==> config.mk <==
export PLATFORM = sky130hd
export DESIGN_NAME = display_mux_flat
export DESIGN_NICKNAME = d
export VERILOG_FILES = /design/src/rtl/display_mux_if.sv /design/src/rtl/display_mux.sv /design/src/flat_wrapper.sv
export SDC_FILE = /design/constraint.sdc
export NUM_CORES = 1
export LEC_CHECK = 0
export CORE_MARGIN = 2
export CORE_UTILIZATION = 53
export DETAILED_ROUTE_END_ITERATION = 6
export PLACE_DENSITY = 0.79
export SLEW_MARGIN = 20
export SYNTH_ARGS = -nofsm -noshare
export SYNTH_HDL_FRONTEND = slang
export SYNTH_SLANG_ARGS = --single-unit
==> constraint.sdc <==
create_clock -name clk -period 2.9 [get_ports clk]
set_input_delay 0.29 -clock clk [delete_from_list [all_inputs] [get_ports clk]]
set_output_delay 0.29 -clock clk [all_outputs]
set_load 0.05 [all_outputs]
==> src/rtl/display_mux_if.sv <==
// display_mux_if: bundle between the datapath and the scanned display driver.
//   valores     : 4*N_DIGITS hex digits, digit 0 in bits [3:0] (rightmost)
//   puntos      : decimal point request per digit, 1 = lit
//   habilitar   : per-digit enable, 1 = shown
//   supr_ceros  : leading-zero suppression, 1 = on
//   seg/dp      : active-low segments {a..g} and decimal point
//   anodos      : active-low digit select, at most one low
//   fin_barrido : one-cycle pulse per completed frame
// master = datapath side, slave = display_mux.
interface display_mux_if #(
  parameter int N_DIGITS = 8
);
  logic [4*N_DIGITS-1:0] valores;
  logic [N_DIGITS-1:0]   puntos;
  logic [N_DIGITS-1:0]   habilitar;
  logic                  supr_ceros;
  logic [6:0]            seg;
  logic                  dp;
  logic [N_DIGITS-1:0]   anodos;
  logic                  fin_barrido;

  modport master (
    output valores, puntos, habilitar, supr_ceros,
    input  seg, dp, anodos, fin_barrido
  );

  modport slave (
    input  valores, puntos, habilitar, supr_ceros,
    output seg, dp, anodos, fin_barrido
  );
endinterface

==> src/rtl/display_mux.sv <==
// display_mux: time-multiplexed common-anode seven-segment driver.
// Scans one digit per REFRESH_DIV-cycle slot; the first BLANK_CYCLES of every
// slot keep all anodes off to avoid ghosting. Inputs are sampled into shadow
// registers only at frame end so a frame is always shown coherently.
// Ports:
//   clk   : clock, all state on rising edge
//   reset : asynchronous, active-high
//   bus   : display_mux_if slave modport (values in, pins out)
// All pin outputs are registered (1-cycle latency from the idx/cnt state).
module display_mux #(
  parameter int N_DIGITS     = 8,
  parameter int REFRESH_DIV  = 100000,
  parameter int BLANK_CYCLES = 1000
) (
  input  logic          clk,
  input  logic          reset,
  display_mux_if.slave  bus
);
  localparam int CW = $clog2(REFRESH_DIV);
  localparam int IW = (N_DIGITS > 1) ? $clog2(N_DIGITS) : 1;

  logic [CW-1:0]             cnt;
  logic [IW-1:0]             idx;
  logic [N_DIGITS-1:0][3:0]  sh_valores;
  logic [N_DIGITS-1:0]       sh_puntos;
  logic [N_DIGITS-1:0]       sh_habilitar;
  logic                      sh_supr;

  logic                      slot_end, frame_end;
  logic [N_DIGITS:0]         zero_up;  // digits g..N-1 all zero
  logic [N_DIGITS-1:0]       supp;

  logic                      vis;
  logic [6:0]                seg_nxt, seg_q;
  logic                      dp_nxt, dp_q;
  logic [N_DIGITS-1:0]       an_nxt, an_q;
  logic                      fin_q;

  assign slot_end  = (cnt == CW'(REFRESH_DIV - 1));
  assign frame_end = slot_end && (idx == IW'(N_DIGITS - 1));

  // Leading-zero chain runs from the most significant digit downward.
  assign zero_up[N_DIGITS] = 1'b1;
  for (genvar g = 0; g < N_DIGITS; g++) begin : g_zero
    assign zero_up[g] = (sh_valores[g] == 4'h0) && zero_up[g+1];
    if (g == 0) begin : g_d0
      assign supp[g] = 1'b0;  // rightmost digit always shows, even "0"
    end else begin : g_dn
      assign supp[g] = sh_supr && zero_up[g];
    end
  end

  function automatic logic [6:0] decode(input logic [3:0] h);
    case (h)
      4'h0: decode = 7'b0000001;
      4'h1: decode = 7'b1001111;
      4'h2: decode = 7'b0010010;
      4'h3: decode = 7'b0000110;
      4'h4: decode = 7'b1001100;
      4'h5: decode = 7'b0100100;
      4'h6: decode = 7'b0100000;
      4'h7: decode = 7'b0001111;
      4'h8: decode = 7'b0000000;
      4'h9: decode = 7'b0000100;
      4'hA: decode = 7'b0001000;
      4'hB: decode = 7'b1100000;
      4'hC: decode = 7'b0110001;
      4'hD: decode = 7'b1000010;
      4'hE: decode = 7'b0110000;
      default: decode = 7'b0111000;
    endcase
  endfunction

  // A hidden digit still owns its slot; only the pins go dark.
  always_comb begin
    an_nxt  = '1;
    seg_nxt = 7'h7F;
    dp_nxt  = 1'b1;
    vis     = sh_habilitar[idx] && !supp[idx] && (int'(cnt) >= BLANK_CYCLES);
    if (vis) begin
      an_nxt[idx] = 1'b0;
      seg_nxt     = decode(sh_valores[idx]);
      dp_nxt      = ~sh_puntos[idx];
    end
  end

  always_ff @(posedge clk or posedge reset) begin
    if (reset) begin
      cnt          <= '0;
      idx          <= '0;
      sh_valores   <= '0;
      sh_puntos    <= '0;
      sh_habilitar <= '0;
      sh_supr      <= 1'b0;
      seg_q        <= 7'h7F;
      dp_q         <= 1'b1;
      an_q         <= '1;
      fin_q        <= 1'b0;
    end else begin
      cnt <= slot_end ? '0 : cnt + CW'(1);
      if (slot_end)
        idx <= (idx == IW'(N_DIGITS - 1)) ? '0 : idx + IW'(1);
      if (frame_end) begin
        sh_valores   <= bus.valores;
        sh_puntos    <= bus.puntos;
        sh_habilitar <= bus.habilitar;
        sh_supr      <= bus.supr_ceros;
      end
      seg_q <= seg_nxt;
      dp_q  <= dp_nxt;
      an_q  <= an_nxt;
      fin_q <= frame_end;
    end
  end

  assign bus.seg         = seg_q;
  assign bus.dp          = dp_q;
  assign bus.anodos      = an_q;
  assign bus.fin_barrido = fin_q;
endmodule
==> src/flat_wrapper.sv <==
// flat-port wrapper written by rule: the top's interface ports become plain ports
module display_mux_flat 
#(
  parameter int N_DIGITS     = 8,
  parameter int REFRESH_DIV  = 100000,
  parameter int BLANK_CYCLES = 1000
)
  (clk, reset, bus_valores, bus_puntos, bus_habilitar, bus_supr_ceros, bus_seg, bus_dp, bus_anodos, bus_fin_barrido);
  display_mux_if #(.N_DIGITS(N_DIGITS)) bus_i ();
  input  logic clk;
  input  logic reset;
  input wire logic [$bits(bus_i.valores)-1:0] bus_valores;
  input wire logic [$bits(bus_i.puntos)-1:0] bus_puntos;
  input wire logic [$bits(bus_i.habilitar)-1:0] bus_habilitar;
  input wire logic [$bits(bus_i.supr_ceros)-1:0] bus_supr_ceros;
  output wire logic [$bits(bus_i.seg)-1:0] bus_seg;
  output wire logic [$bits(bus_i.dp)-1:0] bus_dp;
  output wire logic [$bits(bus_i.anodos)-1:0] bus_anodos;
  output wire logic [$bits(bus_i.fin_barrido)-1:0] bus_fin_barrido;
  assign bus_i.valores = bus_valores;
  assign bus_i.puntos = bus_puntos;
  assign bus_i.habilitar = bus_habilitar;
  assign bus_i.supr_ceros = bus_supr_ceros;
  assign bus_seg = bus_i.seg;
  assign bus_dp = bus_i.dp;
  assign bus_anodos = bus_i.anodos;
  assign bus_fin_barrido = bus_i.fin_barrido;
  display_mux #(.N_DIGITS(N_DIGITS), .REFRESH_DIV(REFRESH_DIV), .BLANK_CYCLES(BLANK_CYCLES)) u_core (.clk(clk), .reset(reset), .bus(bus_i));
endmodule
== Word level (Yosys, flattened, before mapping) ==
Memory sizes are Yosys's and may differ from the RTL's.
Cells that the tools add are included.
Storage, ports and cells
  register bits after elaboration: 86
  memory bits (read-only): 112
  input port bits: 51
  output and inout bits: 17
  word-level logic and storage cells: 67
  memories: 1
Memory list
  (no name shown): words 16, bits a word 7, read ports 1, clocked after Yosys merged registers in 0, write ports 0, line display_mux.sv:54  | case (h)
Cells by class
  add/sub/neg operators: 2
  $lt $le $gt $ge: 3
  equal/unequal tests: 2
  muxes and demuxes: 15
  bitwise logic cells: 2
  reduce and logical (&&, ||, !) cells: 25
Operator list (count)
  $logic_not 4->1: 7
  $add 17x1->17 const B: 1
  $eq 17x17->1 const B: 1
  $ge 17x10->1 const B: 1
  $logic_and 1x1->1: 17
  $mux 17: 1
  $bmux 4 s3: 1
  $bmux 1 s3: 3
  $mux 8: 1
  $not 8->8: 1
  $mux 7: 1
  $mux 1: 5
  $lt 3x4->1 const B: 1
  $mux 4: 1
  $add 3x1->3 const B: 1
  $demux 1 s3: 1
  $eq 3x3->1 const B: 1
  $ge 3x1->1 const B: 1
  $mux 3: 1
  $logic_not 1->1: 1
  $not 1->1: 1

== Logic depth before layout (Yosys ltp) ==
Gate-level depths: netlist (run 1).
  word-level depth: 14
  gate-level depth with buffers: 10
  mapped depth without buffers: 8

== Least setup slack after synthesis (run 1) ==
No wires, ideal clock.
  path kind: reg2reg
  start: register u_core.cnt[12]
  end: register u_core.sh_habilitar[7]
  setup time: 0.125 ns
  data arrival time: 2.135 ns
  required time: 2.775 ns
  setup slack: 0.640 ns
  cell stages (with the launch flop): 7
  buffers on the path: 2
  clock period less this slack: 2.260 ns
  path through: dfrtp_1 or4_4 nor4_4 nand2_2 buf_6 buf_6 mux2_4
On the way
  longest elaborated chain between the ends: 2
Ends and longest elaborated chain
  from (decl): line display_mux.sv:22  | logic [CW-1:0] cnt;
  from (signal assigned): line display_mux.sv:100  | cnt <= slot_end ? '0 : cnt + CW'(1);
  $eq 17x17->1: line display_mux.sv:39  | assign slot_end = (cnt == CW'(REFRESH_DIV - 1));
  $logic_and 1x1->1: line display_mux.sv:40  | assign frame_end = slot_end && (idx == IW'(N_DIGITS - 1));
  to (signal assigned): line display_mux.sv:106  | sh_habilitar <= bus.habilitar;
  to (decl): line display_mux.sv:26  | logic [N_DIGITS-1:0] sh_habilitar;
No other way between the ends.
A chain may end at the register's enable or synchronous reset.

== Final worst setup path (run 1) ==
  start: register u_core.idx[0]
  end: register u_core.seg_q[3], in the netlist u_core.bus.seg[3]
On the way
  longest elaborated chain between the ends: 6
Ends and longest elaborated chain
  from (decl): line display_mux.sv:23  | logic [IW-1:0] idx;
  from (signal assigned): line display_mux.sv:102  | idx <= (idx == IW'(N_DIGITS - 1)) ? '0 : idx + IW'(1);
  branches (longest 5 deep; another with $mem_v2 16x7)
  $mux 7 *: line display_mux.sv:80  | if (vis) begin
  via u_core.seg_nxt[3]: line display_mux.sv:34  | logic [6:0] seg_nxt, seg_q;
  to (signal assigned): line display_mux.sv:109  | seg_q <= seg_nxt;
  to (decl): line display_mux.sv:34
Mark *: on every way through the listed nets, which the timed path passes. The select of a mux whose other input is x is not followed.

==> results of run 1 <==
path summary, 6_finish.rpt:
check,end,slack (ns)
setup / recovery,u_core.bus.seg[3],0.52
hold / removal,u_core.sh_valores[9],0.28
setup reg to reg,u_core.bus.seg[3],0.52
hold reg to reg,u_core.cnt[4],0.49
max in group asynchronous,u_core.bus.anodos[2],1.95
min in group clk,u_core.cnt[4],0.49
layout make-up:
type	instances	area (µm²)	share of cell area, %
Multi-Input combinational cell	220	1873	36.07
Clock buffer	10	127.6	2.458
Timing Repair Buffer	77	758.2	14.60
Clock inverter	5	98.84	1.904
Sequential cell	86	2172	41.83
Tap cell	102	127.6	2.458
Inverter	9	35.03	0.6747
metal layers:
metal | global-route usage [%] | vias to the layer above | wire length [µm]
met5 | 0 | - | 0
met4 | 6.985 | 0 | 155
met3 | 4.394 | 14 | 399
met2 | 32.54 | 79 | 3899
met1 | 30.93 | 1423 | 3816
li1 | - | 1353 | -
Yosys cell counts, types with 7 or more instances:
master	instances	area (µm²)
nor2_1	17	63.81
inv_1	7	26.28
mux2i_1	9	90.09
mux2_4	10	150.1
nor4_1	10	62.56
nand2_1	14	52.55
nand3_1	18	90.09
mux2_2	43	484.2
ha_1	10	125.1
xor2_1	7	61.31
buf_2	10	50.05
o21ai_0	7	35.03
dfstp_2	16	420.4
nand4_1	7	43.79
dfrtp_1	70	1752
placed cells by master, fill, tap and decap left out, types with 4 or more instances in the layout:
cell type / count
inv_1: 6
mux2i_1: 9
dfstp_2: 16
a211oi_1: 4
mux2_4: 10
nor4_1: 10
nor2_1: 17
mux2_2: 43
o221ai_1: 4
o21ai_0: 7
buf_4: 9
mux4_2: 6
dfrtp_1: 70
nor2b_1: 6
nand3_1: 18
nand4_1: 7
clkdlybuf4s50_1: 67
nand2_1: 14
xor2_1: 7
clkbuf_8: 9
xnor2_1: 6
ha_1: 10
metrics by stage:
stage | utilization (%) | area [µm²] | worst slack, ns | total power, µW
after floorplan | - | 4163 | 0.4146 | 1361
after global placement | 64.60 | 4966 | 0.5889 | 1459
after detailed placement | 64.60 | 4966 | 0.5724 | 1466
after CTS | 67.55 | 5192 | 0.5540 | 2424
after global routing | 67.55 | 5192 | 0.2611 | 2498
final | 67.55 | 5192 | 0.5200 | 2408
sequential cells by signal, summed over array words and instances, names as in the netlist, 3 cells and up:
| register | count |
|---|---|
| u_core.bus.seg | 7 |
| u_core.sh_puntos | 8 |
| u_core.cnt | 17 |
| u_core.sh_valores | 32 |
| u_core.sh_habilitar | 8 |
| u_core.bus.anodos | 8 |
| u_core.idx | 3 |
report_power, final:
group / internal (µW) / switching [µW] / total [µW] / leakage, µW
sequential: 1230 / 28.4 / 1260 / 0.00102
clock: 564 / 403 / 967 / 0.000114
combinational: 113 / 65.4 / 179 / 0.00102
total: 1910 / 497 / 2410 / 0.00215
cells by family (layout without fill, tap and decap cells):
group           Yosys count  after routing  share of synthesized area, %
mux                      68             68                         20.65
flops                    86             86                         52.18
xor+xnor                 13             13                         2.735
fa+ha+maj                10             10                         3.006
buf+inv                  24            101                         2.825
simple gates             99             99                         13.47
compound gates           30             30                         5.140
critical path, delay by kind of cell, from the launching register on:
kind | cells | cell delay [ns]
compound gates | 3 | 0.60
fa+ha+maj | 1 | 0.26
buf+inv | 3 | 0.55
flops | 1 | 0.52
simple gates | 2 | 0.35
==> impl_metrics.env, run 1 <==
export IMPL_clockBufferDepth=2
export IMPL_die_area_um2=8579
export IMPL_timing_fmax_ghz=0.4202
export IMPL_ys_warn_count=0
export IMPL_numPortBuffers=67
export IMPL_path_clk_slew_ns=0.08
export IMPL_synth_cell_type_count=50
export IMPL_crit_path_max_fanout=15
export IMPL_dp_cells=494
export IMPL_critPathRequiredTime_ns=3.17
export IMPL_grt_pass1_vias=2882
export IMPL_hp_class="input port to asynchronous set/reset pin"
export IMPL_nFillCells=594
export IMPL_crit_path_top_delay_cell="dfrtp_1"
export IMPL_relSlewSlack_pct=47.62
export IMPL_post_drt_wl_per_cell_um=16.25
export IMPL_crit_type="flip-flop to flip-flop"
export IMPL_max_stage_delay_ns=0.52
export IMPL_instances_no_fill=509
export IMPL_coreArea_um2=7687
export IMPL_post_cts_setup_buffers=0
export IMPL_startpoint="u_core.idx[0]"
export IMPL_ctsResizeCount=0
export IMPL_vias=2869
export IMPL_cp_start_kind="flip-flop"
export IMPL_tightest_slew_ns=0.7785
export IMPL_rr_worst_depth=9
export IMPL_hpwl_um=6105
export IMPL_diodes=0
export IMPL_start_util_pct=54.15
export IMPL_drv_slew=0
export IMPL_grt_overflow_total=0
export IMPL_grt_max_degree=60
export IMPL_wirelength_um=8271
export IMPL_period_share_pct=82.07
export IMPL_fp_dieW_um=92.63
export IMPL_globalRouteTotalUtil_pct=21.35
export IMPL_clk_latency_ns=0.36
export IMPL_drt_iter0_drc=134
export IMPL_drc=0
export IMPL_synth_edf_count=0
export IMPL_finalSetupTns_ns=0
export IMPL_ys_ff_latch=86
export IMPL_nNetsFinal=464
export IMPL_drive_gt1_share_pct=25.80
export IMPL_whs_ns=0.2805
export IMPL_ir_drop_v=0.0002684
export IMPL_place_gp_congestion=0.8277
export IMPL_rows=32
export IMPL_holdBufCountCts=0
export IMPL_end_kind="flip-flop"
export IMPL_ys_flop_type="dfrtp_1"
export IMPL_antenna_found_initial=0
export IMPL_grt_pass1_wl_um=14300
export IMPL_ys_seq_area_share_pct=52.18
export IMPL_crit_chain="buf_4 > clkinv_1 > a221oi_1 > o21ba_2 > inv_1 > ha_1 > and2_1 > nor3b_1 > o21ai_0"
export IMPL_postSynthCellCount=330
export IMPL_rsz0062_at_grt="no"
export IMPL_pin_count=68
export IMPL_cts_tree="yes"
export IMPL_status="completed"
export IMPL_synth_nets=391
export IMPL_post_drt_via_cell_ratio=5.637
export IMPL_cellPowerDensity_nw_per_um2=463.8
export IMPL_area_growth_pct=24.74
export IMPL_drt_antenna_violating_nets=0
export IMPL_critPathArrivalTime_ns=2.65
export IMPL_power_leakage_uw=0.002155
export IMPL_r2r_start="u_core.idx[0]"
export IMPL_cts_htree_levels=3
export IMPL_netlist_area_um2=4163
export IMPL_dr_pass1_iters=4
export IMPL_period_needed_ns=2.380
export IMPL_root_buffer="clkbuf_8"
export IMPL_numCtsBuffers=9
export IMPL_async_flop_share_pct=100.0
export IMPL_drv_cap=0
export IMPL_avgSynthCellArea_um2=12.61
export IMPL_skew_ns=0.01016
export IMPL_cts_sinks=86
export IMPL_die_y_um=92.63
export IMPL_hold_viol=0
export IMPL_setup_viol=0
(Power assumes the default switching activity.)
==> run 2: changes to the inputs <==
==> constraint.sdc (replaced) <==
create_clock -name clk -period 2.24 [get_ports clk]
set_input_delay 0.224 -clock clk [delete_from_list [all_inputs] [get_ports clk]]
set_output_delay 0.224 -clock clk [all_outputs]
set_load 0.05 [all_outputs]
==> run 2 against run 1 <==
Clock skew up 0.00073 ns. Design area up 1.9%. Die area unchanged. Critical path depth down 1. Hold slack better by 0.036 ns. Cell count up 2.9%. Wire length up 4.9%. Sequential share of layout area down 0.74 points.
==> impl_metrics.env, run 2 (synthesis gave the netlist of run 1 again) <==
export IMPL_reg_top3="u_core.sh_valores x32, u_core.cnt x17"
export IMPL_drt_antenna_violating_nets=0
export IMPL_setup_viol=0
export IMPL_final_common_cell="dfrtp_1"
export IMPL_root_buffer="clkbuf_8"
export IMPL_grt_pass1_wl_um=14920
export IMPL_crit_buf_inv=3
export IMPL_numPortBuffers=67
export IMPL_period_share_pct=94.48
export IMPL_antenna_found_initial=0
export IMPL_diodes=0
export IMPL_crit_type="flip-flop to flip-flop"
export IMPL_dr_pass1_iters=4
export IMPL_largest_reg_flops=32
export IMPL_grt_max_degree=87
export IMPL_start_util_pct=54.15
export IMPL_grt_overflow_total=0
export IMPL_post_drt_via_cell_ratio=5.624
export IMPL_rr_worst_depth=8
export IMPL_rr_endpoint="u_core.bus.seg[3]"
export IMPL_wirelength_um=8680
export IMPL_cellPowerDensity_nw_per_um2=542.1
export IMPL_pin_count=68
export IMPL_ir_drop_v=0.0003872
export IMPL_dpl_worst_slack_ns=0.1152
export IMPL_hp_class="input port to asynchronous set/reset pin"
export IMPL_place_gp_congestion=0.8966
export IMPL_crit_family="multiplexers"
export IMPL_crit_top_cell="buf_4"
export IMPL_rows=32
export IMPL_die_y_um=92.63
export IMPL_design_area_um2=5293
export IMPL_fp_dieW_um=92.63
export IMPL_area_growth_pct=27.14
export IMPL_cts_htree_levels=3
export IMPL_coreArea_um2=7687
export IMPL_globalRouteTotalUtil_pct=22.45
export IMPL_clockBufferDepth=2
export IMPL_critPathArrivalTime_ns=2.39
export IMPL_grt_pass1_vias=2952
export IMPL_cts_tree="yes"
export IMPL_drv_cap=0
export IMPL_hold_viol=0
export IMPL_drt_iter0_drc=137
export IMPL_relSlewSlack_pct=66.62
export IMPL_dpl_cell_area_um2=5102
export IMPL_drc=0
export IMPL_setup_ws_ns=0.1237
export IMPL_critPathRequiredTime_ns=2.51
export IMPL_cts_sinks=86
export IMPL_timing_fmax_ghz=0.4725
export IMPL_clk_latency_ns=0.35
export IMPL_cp_start_kind="flip-flop"
export IMPL_skew_ns=0.01089
export IMPL_status="completed"
export IMPL_r2r_slack_ns=0.12
export IMPL_crit_path_top_delay_cell="mux4_2"
export IMPL_path_clk_slew_ns=0.08
export IMPL_regMostFlops="u_core.sh_valores"
export IMPL_r2r_start="u_core.idx[0]"
export IMPL_hpwl_um=6386
export IMPL_final_cell_mix="68 x dfrtp_1, 67 x clkdlybuf4s50_1, 43 x mux2_2, 21 x buf_4, 18 x nand3_1"
export IMPL_finalSetupTns_ns=0
export IMPL_post_drt_wl_per_cell_um=16.56
export IMPL_die_area_um2=8579
export IMPL_power_leakage_uw=0.002203
export IMPL_crit_chain="buf_4 > buf_4 > mux4_2 > mux2i_1 > buf_4 > nor2b_1 > a211oi_1 > o21ai_0"
export IMPL_crit_path_max_fanout=14
export IMPL_tightest_slew_ns=0.4991
export IMPL_numCtsBuffers=9
export IMPL_vias=2947
export IMPL_drv_slew=0
export IMPL_max_stage_delay_ns=0.50
export IMPL_drive_gt1_share_pct=29.86
export IMPL_period_needed_ns=2.116
export IMPL_end_kind="flip-flop"
export IMPL_rsz0062_at_grt="no"
export IMPL_nNetsFinal=478
==> run 2: changes by cell type in the layout (fill, tap and decap cells not counted), moves of 2 or more <==
cell	previous run	this run
clkbuf_8	9	11
bufinv_16	3	0
buf_4	9	21
clkinvlp_4	0	3
dfrtp_1	70	68
dfrtp_2	0	2
buf_12	1	3
==> run 2: through the flow <==
stage	utilization, %	power [µW]	instances	hold WS (ns)
6_report	68.85	2869	524	0.3166
5_1_grt	68.85	2996	524	0.3725
4_1_cts	68.78	2900	524	0.3500
3_5_place_dp	66.37	1902	508	0.4853
3_3_place_gp	66.37	1892	508	0.4781
2_1_floorplan	-	1764	330	0.3725
==> run 2: metal layers <==
metal / global-route usage, % / vias up / wire [µm] / share of wire (%)
li1: - / 1381 / - / -
met1: 31.32 / 1462 / 3866 / 45
met2: 36.31 / 86 / 4261 / 49
met3: 2.848 / 18 / 392 / 4.5
met4: 8.578 / 0 / 160 / 1.8
met5: 0 / - / 0 / 0
==> run 2: worst reg2reg max path, cell delays in order (launching register included) <==
cell      delay, ns
dfrtp_1        0.40
buf_4          0.18
buf_4          0.15
mux4_2         0.50
mux2i_1        0.19
buf_4          0.21
nor2b_1        0.06
a211oi_1       0.23
o21ai_0        0.13
==> run 2: worst max-delay path by stage <==
stage              startpoint                     end  slack (ns)  depth (start not counted)
2_1_floorplan  u_core.cnt[11]  u_core.sh_habilitar[7]       -0.02                          6
3_3_place_gp    u_core.idx[1]       u_core.bus.seg[5]        0.15                          7
3_5_place_dp    u_core.idx[1]       u_core.bus.seg[5]        0.12                          7
4_1_cts         u_core.idx[2]       u_core.bus.seg[1]        0.09                          7
5_1_grt         u_core.idx[1]       u_core.bus.seg[5]        0.02                          7
6_report        u_core.idx[0]       u_core.bus.seg[3]        0.12                          8
==> run 2: power by group <==
group / internal (µW) / total [µW] / switching [µW] / leakage (µW)
clock: 461 / 997 / 536 / 0.0000913
combinational: 151 / 238 / 86.9 / 0.00110
sequential: 1600 / 1630 / 36.6 / 0.00101
total: 2210 / 2870 / 659 / 0.00220
==> run 2: area by class of cell <==
class                           instances  area [µm²]
Fill cell                             561        2395
Sequential cell                        86        2175
Multi-Input combinational cell        220        1879
Timing Repair Buffer                   91       888.4
Clock buffer                           11       151.4
Tap cell                              102       127.6
Inverter                                9       37.54
Clock inverter                          5       33.78
==> run 2: repair_timing <==
action | in CTS | in global routing
buffers inserted | 0 | 0
gates resized for setup | 0 | 3
hold buffers | 0 | 0
endpoints found under the setup margin | 0 | 3
==> run 3: changes to the inputs <==
--- a/config.mk
+++ b/config.mk
@@ -6,9 +6,10 @@
 export NUM_CORES = 1
 export LEC_CHECK = 0
 export CORE_MARGIN = 2
-export CORE_UTILIZATION = 53
+export CORE_UTILIZATION = 55
+export CTS_BUF_LIST = sky130_fd_sc_hd__clkbuf_2
 export DETAILED_ROUTE_END_ITERATION = 6
-export PLACE_DENSITY = 0.79
+export PLACE_DENSITY = 0.82
 export SLEW_MARGIN = 20
 export SYNTH_ARGS = -nofsm -noshare
 export SYNTH_HDL_FRONTEND = slang
==> run 3 against run 2 <==
Sequential cell count unchanged. Via count decreased by 1.4%. First-iteration DRC count decreased by 10%. Non-clock buffer count decreased by 2. Sequential power about the same. Hold slack got worse by 0.16 ns.
==> impl_metrics.env, run 3 (synthesis gave the netlist of run 1 again) <==
export IMPL_die_y_um=91.00
export IMPL_antenna_found_initial=0
export IMPL_critPathArrivalTime_ns=2.55
export IMPL_place_gp_congestion=0.8911
export IMPL_finalSetupTns_ns=0
export IMPL_crit_type="flip-flop to flip-flop"
export IMPL_drt_iter0_drc=123
export IMPL_end_kind="flip-flop"
export IMPL_cp_start_kind="flip-flop"
export IMPL_pin_count=68
export IMPL_status="completed"
export IMPL_instances_no_fill=519
export IMPL_p_seq_share_pct=62.2
export IMPL_rows=31
export IMPL_final_common_cell="dfrtp_1"
export IMPL_numCtsBuffers=9
export IMPL_power_frac_clock_pct=28.8
export IMPL_post_drt_via_cell_ratio=5.601
export IMPL_power_switching_uw=614.6
export IMPL_drc=0
export IMPL_ir_drop_v=0.0004022
export IMPL_regMostFlops="u_core.sh_valores"
export IMPL_vias=2907
export IMPL_start_util_pct=57.09
export IMPL_drive_gt1_share_pct=30.00
export IMPL_grt_pass1_wl_um=14520
export IMPL_hold_viol=0
export IMPL_grt_max_degree=87
export IMPL_p_int_uw=2020
export IMPL_rr_worst_depth=8
export IMPL_hpwl_um=6350
export IMPL_diodes=0
export IMPL_dp_cells=501
export IMPL_hp_class="input port to asynchronous set/reset pin"
export IMPL_skew_ns=0.03116
export IMPL_setup_viol=0
export IMPL_tightest_slew_ns=0.5081
export IMPL_critPathRequiredTime_ns=2.67
export IMPL_numPortBuffers=67
export IMPL_cellPowerDensity_nw_per_um2=505.2
export IMPL_crit_path_max_fanout=7
export IMPL_grt_overflow_total=0
export IMPL_fp_dieW_um=91.00
export IMPL_multi_input_area_um2=1898
export IMPL_coreArea_um2=7292
export IMPL_drv_cap=0
export IMPL_clockBufferDepth=2
export IMPL_power_total_uw=2635
export IMPL_nFillCells=535
export IMPL_area_growth_pct=25.28
export IMPL_period_share_pct=94.62
export IMPL_cts_tree="yes"
export IMPL_cts_htree_levels=3
export IMPL_pwr_share_comb_pct=9.0
export IMPL_reg_top3="u_core.sh_valores x32, u_core.cnt x17"
export IMPL_timing_fmax_ghz=0.4718
export IMPL_holdBufCountCts=0
export IMPL_cts_sinks=86
export IMPL_final_cell_mix="68 x dfrtp_1, 67 x clkdlybuf4s50_1, 43 x mux2_2, 19 x buf_4, 18 x nand3_1"
export IMPL_root_buffer="clkbuf_2"
export IMPL_largest_reg_flops=32
export IMPL_nNetsFinal=476
export IMPL_path_clk_slew_ns=0.23
export IMPL_die_area_um2=8280
export IMPL_clk_latency_ns=0.50
export IMPL_post_drt_wl_per_cell_um=16.65
export IMPL_globalRouteTotalUtil_pct=22.22
export IMPL_period_needed_ns=2.120
export IMPL_grt_pass1_vias=2886
export IMPL_relSlewSlack_pct=66.02
export IMPL_sw_frac_of_total_pct=23.33
export IMPL_seq_area_um2=2175
export IMPL_drv_slew=0
export IMPL_dr_pass1_iters=4
export IMPL_drt_antenna_violating_nets=0
export IMPL_wirelength_um=8639
export IMPL_power_leakage_uw=0.002184
export IMPL_final_core_util_pct=71.52
-- run 3: cell count changes in the layout (fill, tap and decap cells not counted), sizes merged --
cell and delta:
buf -2, clkinv -1, bufinv +1, clkbuf +1, clkinvlp -1
-- run 3: path summary, 6_finish.rpt --
| kind | from | endpoint | slack (ns) |
|---|---|---|---|
| setup / recovery | u_core.idx[2] | u_core.bus.seg[6] | 0.12 |
| min in group clk | bus_valores[7] | u_core.sh_valores[7] | 0.32 |
| hold reg to reg | u_core.cnt[0] | u_core.cnt[0] | 0.52 |
| max in group asynchronous | reset | u_core.bus.seg[1] | 1.69 |
| hold / removal | reset | u_core.cnt[8] | 0.16 |
| setup reg to reg | u_core.idx[2] | u_core.bus.seg[6] | 0.12 |
-- run 3: per-layer routing --
layer | vias up | global-route usage [%] | part of all wire, %
met3 | 12 | 3.320 | 4.8
met5 | - | 0 | 0
met2 | 99 | 35.12 | 49
li1 | 1372 | - | -
met1 | 1424 | 31.13 | 44
met4 | 0 | 8.838 | 1.4
-- run 3: area by class of cell --
cell class / count / area share, %
Timing Repair Buffer: 89 / 16.75
Sequential cell: 86 / 41.70
Clock inverter: 4 / 0.9117
Clock buffer: 12 / 1.152
Tap cell: 99 / 2.375
Multi-Input combinational cell: 220 / 36.40
Inverter: 9 / 0.7198
-- run 3: what timing repair did --
action                     4_1_cts  5_1_grt
buffers inserted                 0        2
resized for setup                0        7
setup endpoints to repair        0        4
-- run 3: stage by stage --
stage / instance area [µm²] / setup slack [ns] / hold WS [ns]
after floorplan: 4174 / -0.01667 / 0.3725
after global placement: 5069 / 0.1691 / 0.4797
after detailed placement: 5069 / 0.08986 / 0.4935
after CTS: 5176 / 0.05513 / 0.1552
after global routing: 5215 / -0.01277 / 0.1548
final: 5215 / 0.1204 / 0.1603
-- run 3: power by group through the flow --
| stage | combinational (µW) | clock (µW) | sequential (µW) |
|---|---|---|---|
| detailed placement | 238 | 0 | 1660 |
| global placement | 229 | 0 | 1660 |
| global route | 261 | 842 | 1640 |
| floorplan | 117 | 0 | 1650 |
| finish | 238 | 758 | 1640 |
| CTS | 239 | 777 | 1640 |
-- run 3: worst max-delay path, stage by stage, from the launching register on --
cell and delay, ns:
dfrtp_2 0.50, nor2b_1 0.18, a221oi_1 0.37, o21ba_4 0.22
inv_1 0.09, ha_1 0.25, and2_1 0.18, o21ai_0 0.19
nand3_1 0.10
